**config.mk**
```make
export PLATFORM = sky130hd
export DESIGN_NAME = seg_scan_capture
export DESIGN_NICKNAME = d
export VERILOG_FILES = /design/src/rtl/seg_scan_capture.sv
export SDC_FILE = /design/constraint.sdc
export NUM_CORES = 1
export LEC_CHECK = 0
export CAP_MARGIN = 20
export CORE_ASPECT_RATIO = 1.75
export CORE_MARGIN = 4
export CORE_UTILIZATION = 45
export DETAILED_ROUTE_END_ITERATION = 8
export SLEW_MARGIN = 20
export SYNTH_ARGS = -nofsm -noshare
export SYNTH_HDL_FRONTEND = slang
export SYNTH_SLANG_ARGS = --single-unit
```
**constraint.sdc**
```tcl
create_clock -name clk -period 6.9 [get_ports clk]
set_input_delay 1.725 -clock clk [delete_from_list [all_inputs] [get_ports clk]]
set_output_delay 1.725 -clock clk [all_outputs]
set_load 0.02 [all_outputs]
```
**src/rtl/seg_scan_capture.sv**
```systemverilog
// seg_scan_capture: snoops a multiplexed 7-segment scan bus and rebuilds
// the displayed HH:MM:SS digits as BCD, filtering blink and glitch frames.
//
// Ports:
//   clk, rst          clock; asynchronous active-high reset
//   seg_com[7:0]      active-low one-hot digit select (bit7 = digit0)
//   seg_data[7:0]     segments {a,b,c,d,e,f,g,dp}, active-high
//   digits[23:0]      captured BCD, digit0 in [23:20] .. digit5 in [3:0]
//   digit_blank[5:0]  digit i last accepted a blank pattern
//   time_valid        digits form a legal 00:00:00..23:59:59 time
//   frame_done        pulse: all six digits accepted in one frame
//   upd               pulse: a digit register changed
//   com_err           pulse: more than one select line low
//   link_lost         level: no valid select for LOST_TIMEOUT cycles
module seg_scan_capture #(
  parameter int STABLE_CNT   = 2,
  parameter int LOST_TIMEOUT = 64
) (
  input  logic        clk,
  input  logic        rst,
  input  logic [7:0]  seg_com,
  input  logic [7:0]  seg_data,
  output logic [23:0] digits,
  output logic [5:0]  digit_blank,
  output logic        time_valid,
  output logic        frame_done,
  output logic        upd,
  output logic        com_err,
  output logic        link_lost
);

  localparam logic [3:0]  L_STB  = 4'(STABLE_CNT);
  localparam logic [11:0] L_LOST = 12'(LOST_TIMEOUT);

  logic [7:0]  r_com;
  logic [7:0]  r_data;
  logic [3:0]  r_cnt  [6];
  logic [7:0]  r_last [6];
  logic        r_acc;
  logic [2:0]  r_acc_idx;
  logic [7:0]  r_acc_pat;
  logic [4:0]  r_seen;
  logic [11:0] r_tmr;

  logic [7:0]  w_inv;
  logic        w_one;
  logic        w_multi;
  logic [2:0]  w_idx;
  logic        w_sel;
  logic [7:0]  w_pat;
  logic        w_same;
  logic [3:0]  w_cur;
  logic [3:0]  w_nxt;
  logic        w_hit;
  logic [3:0]  w_val;
  logic        w_blank;

  // Stage 2 classification of the registered select sample
  assign w_inv   = ~r_com;
  assign w_one   = (w_inv != 8'd0) &&
                   ((w_inv & (w_inv - 8'd1)) == 8'd0);
  assign w_multi = (w_inv != 8'd0) && !w_one;
  assign w_sel   = w_one && (w_idx < 3'd6);
  assign w_pat   = r_data & 8'hFE;

  always_comb begin
    w_idx = 3'd0;
    for (int k = 0; k < 8; k++) begin
      if (w_inv[7-k]) w_idx = 3'(k);
    end
  end

  // Stability filter next-state for the selected digit
  always_comb begin
    w_same = 1'b0;
    w_cur  = 4'd0;
    for (int i = 0; i < 6; i++) begin
      if (w_idx == 3'(i)) begin
        w_same = (r_last[i] == w_pat);
        w_cur  = r_cnt[i];
      end
    end
    if (!w_same)
      w_nxt = 4'd1;
    else if (w_cur == L_STB)
      w_nxt = L_STB;
    else
      w_nxt = w_cur + 4'd1;
    w_hit = w_sel && (w_nxt == L_STB);
  end

  always_ff @(posedge clk or posedge rst) begin
    if (rst) begin
      r_com     <= 8'hFF;
      r_data    <= 8'h00;
      com_err   <= 1'b0;
      link_lost <= 1'b1;
      r_tmr     <= 12'd0;
      r_acc     <= 1'b0;
      r_acc_idx <= 3'd0;
      r_acc_pat <= 8'h00;
      for (int i = 0; i < 6; i++) begin
        r_cnt[i]  <= 4'd0;
        r_last[i] <= 8'h00;
      end
    end else begin
      r_com   <= seg_com;
      r_data  <= seg_data;
      com_err <= w_multi;
      // Dropped (multi-select) samples are not activity
      if (w_one) begin
        r_tmr     <= 12'd0;
        link_lost <= 1'b0;
      end else if (r_tmr != L_LOST) begin
        r_tmr <= r_tmr + 12'd1;
        if (r_tmr + 12'd1 == L_LOST) link_lost <= 1'b1;
      end else begin
        link_lost <= 1'b1;
      end
      if (w_sel) begin
        for (int i = 0; i < 6; i++) begin
          if (w_idx == 3'(i)) begin
            r_cnt[i] <= w_nxt;
            if (!w_same) r_last[i] <= w_pat;
          end
        end
      end
      r_acc     <= w_hit;
      r_acc_idx <= w_idx;
      r_acc_pat <= w_pat;
    end
  end

  // Segment pattern to BCD; dp already masked
  always_comb begin
    w_blank = 1'b0;
    case (r_acc_pat)
      8'hFC:   w_val = 4'd0;
      8'h60:   w_val = 4'd1;
      8'hDA:   w_val = 4'd2;
      8'hF2:   w_val = 4'd3;
      8'h66:   w_val = 4'd4;
      8'hB6:   w_val = 4'd5;
      8'hBE:   w_val = 4'd6;
      8'hE0:   w_val = 4'd7;
      8'hFE:   w_val = 4'd8;
      8'hF6:   w_val = 4'd9;
      8'h00: begin
        w_val   = 4'hF;
        w_blank = 1'b1;
      end
      default: w_val = 4'hE;
    endcase
  end

  // Stage 3: commit accepted digit, frame tracking
  always_ff @(posedge clk or posedge rst) begin
    if (rst) begin
      digits      <= 24'hFFFFFF;
      digit_blank <= 6'b111111;
      frame_done  <= 1'b0;
      upd         <= 1'b0;
      r_seen      <= 5'd0;
    end else begin
      frame_done <= 1'b0;
      upd        <= 1'b0;
      if (r_acc) begin
        for (int i = 0; i < 6; i++) begin
          if (r_acc_idx == 3'(i)) begin
            if (w_blank) begin
              digit_blank[i] <= 1'b1;
              if (!digit_blank[i]) upd <= 1'b1;
            end else begin
              digits[23-4*i -: 4] <= w_val;
              digit_blank[i]      <= 1'b0;
              if (digit_blank[i] ||
                  digits[23-4*i -: 4] != w_val)
                upd <= 1'b1;
            end
          end
        end
        if (r_acc_idx == 3'd5) begin
          frame_done <= &r_seen;
          r_seen     <= 5'd0;
        end else begin
          for (int i = 0; i < 5; i++) begin
            if (r_acc_idx == 3'(i)) r_seen[i] <= 1'b1;
          end
        end
      end
    end
  end

  logic [3:0] w_d0, w_d1, w_d2, w_d3, w_d4, w_d5;
  logic       w_dec;

  assign {w_d0, w_d1, w_d2, w_d3, w_d4, w_d5} = digits;
  assign w_dec = (w_d0 <= 4'd9) && (w_d1 <= 4'd9) &&
                 (w_d2 <= 4'd9) && (w_d3 <= 4'd9) &&
                 (w_d4 <= 4'd9) && (w_d5 <= 4'd9);

  assign time_valid = w_dec && (digit_blank == 6'd0) &&
                      ((w_d0 < 4'd2) ||
                       (w_d0 == 4'd2 && w_d1 <= 4'd3)) &&
                      (w_d2 <= 4'd5) && (w_d4 <= 4'd5);

endmodule

```
==> flow_metrics.env, run 1 <==
export IMPL_drive_above_1_share_pct=22.72
export IMPL_ctsHoldBuffers=0
export IMPL_drt_iter0_drc=203
export IMPL_synth_most_common_cell="dfrtp_1"
export IMPL_fin_util_pct=54.05
export IMPL_seqCellArea_um2=3627
export IMPL_vias=5076
export IMPL_ys_async_sr_fraction_pct=100.0
export IMPL_yosysWarnings=0
export IMPL_synth_edff_count=0
export IMPL_cap_viol_max_count=0
export IMPL_postSynthCellCount=658
export IMPL_period_share_pct=57.28
export IMPL_final_max_slew_viol_count=0
export IMPL_drcViolationCount=0
export IMPL_grt_pass1_wl_um=26880
export IMPL_dpl_hpwl_um=11700
export IMPL_dp_slack_ns=3.219
export IMPL_required_ns=5.18
export IMPL_synth_seq_cells=143
export IMPL_finalSetupTns_ns=0
export IMPL_run_status="completed"
export IMPL_setup_ws_ns=2.948
export IMPL_tritoncts="yes"
export IMPL_syn_nets=680
export IMPL_ys_flop_type="dfrtp_1"
export IMPL_min_period_ns=3.952
export IMPL_netlist_area_um2=7164
export IMPL_cts_buffers=17
export IMPL_irDropWorstVdd_mv=0.1552
export IMPL_postRouteAntennaNets=0
export IMPL_synth_area_leader_cell="dfrtp_1"
export IMPL_start_kind="flop"
export IMPL_worst_pin_slew_ns=1.070
export IMPL_portBuffers=51
export IMPL_syn_area_per_cell_um2=10.89
export IMPL_grt_use_total_pct=19.05
export IMPL_multi_input_area_um2=3329
export IMPL_first_pass_iters=4
export IMPL_clockRootBuffer="clkbuf_16"
export IMPL_crit_arrival_ns=2.23
export IMPL_antenna_found_initial=0
export IMPL_std_cell_rows=60
export IMPL_area_growth_pct=17.24
export IMPL_fp_dieH_um=174.9
export IMPL_finalHoldViolations=0
export IMPL_fp_coreArea_um2=15540
export IMPL_grt_overflow=0
export IMPL_fmax_mhz=253.0
export IMPL_n_antenna_cell=0
export IMPL_routed_via_density=5.646
export IMPL_cts_max_path_buffers=2
export IMPL_cts_sinks=143
export IMPL_drt_total_wl_um=16190
export IMPL_synthTopCellsByCount="dfrtp_1 (104), mux2_2 (73), nor2_1 (57)"
export IMPL_clkLatencyLatePin_ns=0.41
export IMPL_gp_congestion=0.8462
export IMPL_whs_ns=0.4783
export IMPL_die_x_um=103.4
export IMPL_synth_top_cell_area_share_pct=36.33
export IMPL_cts_resized=0
export IMPL_postCtsSetupBuffers=0
export IMPL_p_per_area_nw_per_um2=245.4
export IMPL_p_leak_nw=3.552
export IMPL_finalClockSkew_ns=0.01222
export IMPL_setup_viol=0
export IMPL_first_global_vias=5373
export IMPL_ys_types=63
export IMPL_synth_area_top_cells="dfrtp_1 (36%), dfstp_2 (14%), mux2_2 (11%)"
export IMPL_relSlewSlack_pct=28.01
export IMPL_endpoint_kind="output port"
export IMPL_pin_count=53
export IMPL_ys_seq_area_share_pct=50.63
export IMPL_path_max_fanout=5
export IMPL_wl_per_cell_um=18.01
export IMPL_hp_class="reg -> reg"
export IMPL_cts_max_level=4
export IMPL_initial_utilization_pct=46.10
export IMPL_crit_type="reg -> out"
export IMPL_rsz0062_at_grt="false"
export IMPL_grt_max_degree=100
export IMPL_fillers=1391
export IMPL_path_clk_slew_ns=0.06
export IMPL_final_nets=722
export IMPL_dieArea_um2=18080
[per-layer routing]
metal | wire (um) | part of all wire, % | track usage, %
met1 | 6196 | 38 | 20.97
met2 | 9051 | 56 | 34.40
met3 | 547 | 3.4 | 4.275
met4 | 397 | 2.5 | 7.347
met5 | 0 | 0 | 0
[placed cells by master, fill, tap and decap left out, types with 4 or more instances in the layout]
cell type        count
dfrtp_1            104
mux2_2              73
nor2_1              57
clkdlybuf4s50_1     51
xnor2_1             48
nand2_1             43
dfstp_2             39
xor2_1              29
o21ai_0             27
a21oi_1             24
nand4_1             18
nor3_1              18
inv_1               17
clkbuf_16           17
nand3_1             14
a31oi_1             11
nor4_1              10
nand2b_1             9
nor2b_1              6
and3_1               6
nor3b_1              6
o21a_1               4
mux2i_1              4
inv_6                4
ha_1                 4
[metrics by stage]
step | power (W) | instances | area, um2
after floorplan | 0.001085 | 658 | 7164
after global placement | 0.001127 | 867 | 7795
after detailed placement | 0.001140 | 867 | 7795
after CTS | 0.002085 | 899 | 8399
after global routing | 0.002155 | 899 | 8399
final | 0.002061 | 899 | 8399
[area by class of cell]
| class | count | area share (%) |
|---|---|---|
| Multi-Input combinational cell | 466 | 39.64 |
| Tap cell | 186 | 2.771 |
| Sequential cell | 143 | 43.18 |
| Clock buffer | 20 | 5.318 |
| Clock inverter | 12 | 1.877 |
| Timing Repair Buffer | 54 | 6.346 |
| Inverter | 18 | 0.8640 |
[critical path, stage by stage, from the launching register on]
cell and delay (ns):
dfstp_2 0.40, nor4_1 0.44, nand4_1 0.15, nor3_1 0.20, clkdlybuf4s50_1 0.63
[registers in the layout (all words and copies together), names as in the netlist]
signal / cells
r_acc: 1
frame_done: 1
r_seen: 5
r_com: 8
r_tmr: 12
r_data: 7
r_acc_idx: 3
digit_blank: 6
upd: 1
com_err: 1
r_last: 42
r_acc_pat: 7
link_lost: 1
r_cnt: 24
digits: 24
[worst paths after layout]
kind                                start          to  slack (ns)  cells past startpoint
hold reg to reg                 r_seen[2]   r_seen[2]        0.48                      1
setup / recovery           digit_blank[4]  time_valid        2.95                      4
hold / removal                  r_seen[2]   r_seen[2]        0.48                      1
setup reg to reg                 r_com[2]  r_last[11]        3.18                      9
min in group asynchronous             rst    r_tmr[2]        1.86                      2
max in group asynchronous             rst    r_com[2]        3.94                      3
[report_power, final]
part	internal, W	switching [W]	total, W
Clock	0.000581	0.000354	0.000935
Sequential	0.000888	0.0000587	0.000946
Combinational	0.0000855	0.0000938	0.000179
Total	0.00155	0.000507	0.00206
[cell families (layout without fill, tap and decap cells)]
logic type,Yosys count,in the layout,synth area share (%)
buffers and inverters,49,104,2.969
DFF,143,143,50.63
muxes,79,79,12.66
AOI/OAI and AO/OA,93,93,8.139
and+or+nand+nor,213,213,15.49
adders and majority gates,4,4,0.6986
xor gates and xnor gates,77,77,9.413
(Power assumes the default switching activity.)
==> run 2: changes to the inputs <==
--- a/config.mk
+++ b/config.mk
@@ -10,6 +10,7 @@
 export CORE_MARGIN = 4
 export CORE_UTILIZATION = 45
 export DETAILED_ROUTE_END_ITERATION = 8
+export PLACE_DENSITY = 0.66
 export SLEW_MARGIN = 20
 export SYNTH_ARGS = -nofsm -noshare
 export SYNTH_HDL_FRONTEND = slang
==> constraint.sdc (replaced) <==
create_clock -name clk -period 3.31 [get_ports clk]
set_input_delay 0.8275 -clock clk [delete_from_list [all_inputs] [get_ports clk]]
set_output_delay 0.8275 -clock clk [all_outputs]
set_load 0.02 [all_outputs]
==> run 2 against run 1 <==
  * Design area rose by 0.89%
  * Largest cell class unchanged
  * Combinational power up 110%
  * Critical endpoint unchanged
  * Worst setup slack worse by 2.9 ns
==> flow_metrics.env, run 2 (synthesis gave the netlist of run 1 again) <==
export IMPL_initial_utilization_pct=46.10
export IMPL_routed_via_density=5.677
export IMPL_start_kind="flop"
export IMPL_clockRootBuffer="clkbuf_16"
export IMPL_gp_congestion=0.9061
export IMPL_whs_ns=0.4805
export IMPL_fp_dieH_um=174.9
export IMPL_cts_max_path_buffers=2
export IMPL_first_pass_iters=4
export IMPL_finalPower_w=0.004213
export IMPL_internal_power_w=0.003095
export IMPL_grt_overflow=0
export IMPL_wl_per_cell_um=17.61
export IMPL_n_antenna_cell=0
export IMPL_required_ns=2.48
export IMPL_period_share_pct=97.08
export IMPL_sw_frac_of_total_pct=26.54
export IMPL_relSlewSlack_pct=34.67
export IMPL_dieArea_um2=18080
export IMPL_cap_viol_max_count=0
export IMPL_critPathBufInv=1
export IMPL_drcViolationCount=0
export IMPL_reg_top3="r_last (42), digits (24), r_cnt (24)"
export IMPL_dpl_hpwl_um=11350
export IMPL_clkLatencyLatePin_ns=0.42
export IMPL_worst_pin_slew_ns=0.9725
export IMPL_area_growth_pct=18.29
export IMPL_endpoint_kind="output port"
export IMPL_min_period_ns=3.213
export IMPL_p_leak_nw=3.607
export IMPL_postRouteAntennaNets=0
export IMPL_fmax_mhz=311.2
export IMPL_cts_resized=0
export IMPL_crit_type="reg -> out"
export IMPL_finalHoldViolations=0
export IMPL_largest_reg_flops=42
export IMPL_drt_iter0_drc=195
export IMPL_fp_coreArea_um2=15540
export IMPL_vias=5172
export IMPL_tritoncts="yes"
export IMPL_pin_count=53
export IMPL_setup_viol=0
export IMPL_finalSetupTns_ns=0
export IMPL_path_max_fanout=5
export IMPL_first_global_vias=5419
export IMPL_combPwrFrac_pct=9.0
export IMPL_postCtsSetupBuffers=0
export IMPL_drt_total_wl_um=16050
export IMPL_layout_commonest_cell="dfrtp_1"
export IMPL_mostFrequentLayoutCells="dfrtp_1 (104), mux2_2 (73), nor2_1 (57), clkdlybuf4s50_1 (51), xnor2_1 (48)"
export IMPL_p_per_area_nw_per_um2=497.2
export IMPL_grt_pass1_wl_um=26710
export IMPL_p_seq_share_pct=46.8
export IMPL_cts_sinks=143
export IMPL_std_cell_rows=60
export IMPL_crit_chain="nor4_1 > nand4_1 > nor3_1 > clkdlybuf4s50_1"
export IMPL_crit_arrival_ns=2.39
export IMPL_portBuffers=51
export IMPL_cts_buffers=17
export IMPL_critPathTopFamily="simple AND/OR/NAND/NOR gates"
export IMPL_final_max_slew_viol_count=0
export IMPL_cp_slowest_cell="clkdlybuf4s50_1"
export IMPL_finalClockSkew_ns=0.01012
export IMPL_regMostFlops="r_last"
export IMPL_hp_class="reg -> reg"
export IMPL_fillers=1338
export IMPL_final_nets=734
export IMPL_switching_power_w=0.001118
export IMPL_run_status="completed"
export IMPL_die_x_um=103.4
export IMPL_rsz0062_at_grt="false"
export IMPL_grt_use_total_pct=18.81
export IMPL_irDropWorstVdd_mv=0.3097
export IMPL_cts_max_level=4
export IMPL_p_clk_share_pct=44.2
export IMPL_path_clk_slew_ns=0.07
export IMPL_antenna_found_initial=0
export IMPL_drive_above_1_share_pct=24.14
export IMPL_critPathMaxStageDelay_ns=0.65
export IMPL_ctsHoldBuffers=0
export IMPL_grt_max_degree=119
## run 2: cell count changes in the layout (fill, tap and decap cells not counted)
cell       delta
inv_8         +3
clkbuf_8      -1
clkinv_1      +1
clkinv_2      -2
bufinv_16     -2
buf_4        +11
clkinv_4      +3
buf_12        +1
clkbuf_1      -2
## run 2: layout make-up
| cell class | count | area [um2] | share of cell area, % |
|---|---|---|---|
| multi-input cells | 466 | 3329 | 39.29 |
| clock buffers | 17 | 425.4 | 5.020 |
| inverters | 18 | 71.32 | 0.8416 |
| well taps | 186 | 232.7 | 2.746 |
| clock inverters | 15 | 152.6 | 1.801 |
| repair buffers | 66 | 635.6 | 7.500 |
| flip-flops and latches | 143 | 3627 | 42.80 |
## run 2: per-layer routing
| layer | vias up | GRT usage [%] | part of all wire, % |
|---|---|---|---|
| li1 | 2422 | - | - |
| met1 | 2589 | 20.99 | 38 |
| met2 | 132 | 33.79 | 56 |
| met3 | 29 | 3.516 | 3.6 |
| met4 | 0 | 7.996 | 2.7 |
| met5 | - | 0 | 0 |
## run 2: worst paths after layout
| check | startpoint | endpoint | slack (ns) | cells past startpoint |
|---|---|---|---|---|
| max | digit_blank[4] | time_valid | 0.1 | 4 |
| min | link_lost | link_lost | 0.48 | 2 |
| max reg2reg | r_com[3] | r_last[18] | 0.20 | 9 |
| min reg2reg | link_lost | link_lost | 0.48 | 2 |
| max in group asynchronous | rst | r_seen[2] | 1.89 | 3 |
| min in group asynchronous | rst | r_data[7] | 0.87 | 3 |
## run 2: power groups by stage
stage / clock network [W] / logic, W / registers, W
after floorplan: 0 / 0.000311 / 0.00195
after CTS: 0.00191 / 0.000385 / 0.00197
after global routing: 0.00199 / 0.000435 / 0.00199
final: 0.00186 / 0.000378 / 0.00197
after global placement: 0 / 0.000366 / 0.00199
after detailed placement: 0 / 0.000378 / 0.00200
## run 2: worst min-delay path: stages, from the launching register on
cell and delay, ns:
dfstp_2 0.37, inv_1 0.04, a31oi_1 0.06
## run 2: metrics by stage
stage / util, % / instance area [um2] / setup slack, ns / std cells
after floorplan: - / 7168 / 0.6321 / 658
after global placement: 50.81 / 7896 / 0.2822 / 879
after detailed placement: 50.81 / 7896 / 0.2150 / 879
after CTS: 54.53 / 8474 / 0.1454 / 911
after global routing: 54.53 / 8474 / 0.05459 / 911
final: 54.53 / 8474 / 0.09662 / 911
==> run 3: changes to the inputs <==
--- a/config.mk
+++ b/config.mk
@@ -11,6 +11,7 @@
 export CORE_UTILIZATION = 45
 export DETAILED_ROUTE_END_ITERATION = 8
 export PLACE_DENSITY = 0.66
+export REMOVE_ABC_BUFFERS = 1
 export SLEW_MARGIN = 20
 export SYNTH_ARGS = -nofsm -noshare
 export SYNTH_HDL_FRONTEND = slang
==> run 3 against run 2 <==
  * Count of clock-buffer cells in the layout grew 2
  * Via count shrank 0.21%
  * Sequential cell count is the same
  * Critical path depth grew 4
  * Total power grew 2.9%
  * Final cell count grew 0.55%
  * Clock skew grew 0.00063 ns
  * Fmax grew 3.5%
  * First-iteration DRC count grew 59%
  * Utilization grew 0.52 points
  * Critical path type is now reg -> reg
  * Largest power group is now the clock network
  * Highest routed layer unchanged
==> flow_metrics.env, run 3 (synthesis gave the netlist of run 1 again) <==
export IMPL_routed_via_density=5.634
export IMPL_finalClockSkew_ns=0.01074
export IMPL_cts_max_path_buffers=2
export IMPL_path_max_fanout=9
export IMPL_final_max_slew_viol_count=0
export IMPL_largest_reg_flops=42
export IMPL_wl_per_cell_um=17.46
export IMPL_antenna_found_initial=0
export IMPL_initial_utilization_pct=46.10
export IMPL_ctsHoldBuffers=0
export IMPL_critPathMaxStageDelay_ns=0.60
export IMPL_hold_depth=1
export IMPL_vias=5161
export IMPL_first_pass_iters=5
export IMPL_layout_commonest_cell="dfrtp_1"
export IMPL_final_nets=739
export IMPL_postCtsSetupBuffers=0
export IMPL_fp_coreArea_um2=15540
export IMPL_crit_chain="inv_1 > o21ai_1 > nand2_1 > mux4_2 > a21oi_4 > nand3_1 > nor2_2 > mux2_2"
export IMPL_drt_iter0_drc=310
export IMPL_first_global_vias=5371
export IMPL_cts_resized=0
export IMPL_postRouteAntennaNets=0
export IMPL_start_kind="flop"
export IMPL_drive_above_1_share_pct=24.66
export IMPL_crit_type="reg -> reg"
export IMPL_fmax_mhz=322.2
export IMPL_path_clk_slew_ns=0.06
export IMPL_cts_buffers=17
export IMPL_grt_overflow=0
export IMPL_timing_reg2reg_setup_slack_ns=0.21
export IMPL_p_per_area_nw_per_um2=506.8
export IMPL_hp_class="reg -> reg"
export IMPL_reg_top3="r_last (42), digits (24), r_cnt (24)"
export IMPL_relSlewSlack_pct=40.50
export IMPL_cts_sinks=143
export IMPL_timing_rr_start="r_com[4]"
export IMPL_rsz0062_at_grt="false"
export IMPL_setup_ws_ns=0.2062
export IMPL_tritoncts="yes"
export IMPL_startpoint="r_com[4]"
export IMPL_placed_cells=884
export IMPL_dieArea_um2=18080
export IMPL_grt_pass1_wl_um=26230
export IMPL_drt_total_wl_um=16000
export IMPL_portBuffers=51
export IMPL_cts_max_level=4
export IMPL_n_antenna_cell=0
export IMPL_run_status="completed"
export IMPL_regMostFlops="r_last"
export IMPL_rr_worst_depth=8
export IMPL_required_ns=3.60
export IMPL_grt_use_total_pct=18.43
export IMPL_period_share_pct=93.77
export IMPL_postLayoutCellArea_um2=8554
export IMPL_min_period_ns=3.104
export IMPL_endpoint="r_last[30]"
export IMPL_dpl_hpwl_um=11640
export IMPL_setup_viol=0
export IMPL_grt_max_degree=59
export IMPL_clkLatencyLatePin_ns=0.41
export IMPL_rr_endpoint="r_last[30]"
export IMPL_std_cell_rows=60
export IMPL_worst_pin_slew_ns=0.8858
export IMPL_cap_viol_max_count=0
export IMPL_fin_cells=916
export IMPL_mostFrequentLayoutCells="dfrtp_1 (104), mux2_2 (73), nor2_1 (57), clkdlybuf4s50_1 (51), xnor2_1 (48)"
export IMPL_clockRootBuffer="clkbuf_16"
export IMPL_dp_slack_ns=0.2573
export IMPL_crit_arrival_ns=3.40
export IMPL_placed_area_um2=7935
export IMPL_fp_dieH_um=174.9
export IMPL_drcViolationCount=0
export IMPL_endpoint_kind="flop"
export IMPL_pin_count=53
export IMPL_gp_congestion=0.8976
export IMPL_p_leak_nw=3.656
export IMPL_area_growth_pct=19.40
export IMPL_irDropWorstVdd_mv=0.3062
export IMPL_finalHoldViolations=0
export IMPL_die_x_um=103.4
export IMPL_cp_slowest_cell="dfstp_2"
[run 3: where the power goes]
part	switching, W	internal, W
logic	0.000198	0.000187
registers	0.000115	0.00185
clock network	0.000762	0.00122
total	0.00107	0.00326
[run 3: final cells by class]
cell class | instances | area, um2
clock buffers | 19 | 442.9
clock inverters | 13 | 176.4
fillers | 1314 | 6985
inverters | 18 | 72.57
multi-input cells | 466 | 3329
flip-flops and latches | 143 | 3627
well taps | 186 | 232.7
repair buffers | 71 | 673.1
[run 3: how the worst min path moves through the flow]
| stage | slack, ns | endpoint | from |
|---|---|---|---|
| after detailed placement | 0.45 | r_acc_idx[0] | r_com[0] |
| after CTS | 0.47 | r_acc_idx[0] | r_com[0] |
| after global placement | 0.45 | r_acc_idx[0] | r_com[0] |
| after floorplan | 0.44 | r_acc_idx[0] | r_com[0] |
| final | 0.47 | r_acc_idx[0] | r_com[0] |
| after global routing | 0.48 | r_acc_idx[0] | r_com[0] |
[run 3: critical path, delay by kind of cell, from the launching register on]
kind                   cells  cell delay, ns
AOI/OAI and AO/OA          2            0.65
muxes                      2            0.77
buffers and inverters      1            0.12
DFF                        1            0.60
and+or+nand+nor            3            0.86
[run 3: stage by stage]
step	util [%]	power, W	setup TNS, ns	hold WS, ns
finish	55.05	0.004336	0	0.4659
global route	55.05	0.004525	0	0.4759
CTS	55.05	0.004385	0	0.4668
detailed placement	51.06	0.002382	0	0.4509
global placement	51.06	0.002361	0	0.4499
floorplan	-	0.002249	-144.52	0.4373
[run 3: metal layers]
metal | vias to the layer above | share of wire (%) | GRT usage, %
li1 | 2422 | - | -
met1 | 2568 | 38 | 20.17
met2 | 133 | 56 | 32.72
met3 | 38 | 3.4 | 3.156
met4 | 0 | 3.1 | 9.833
met5 | - | 0 | 0
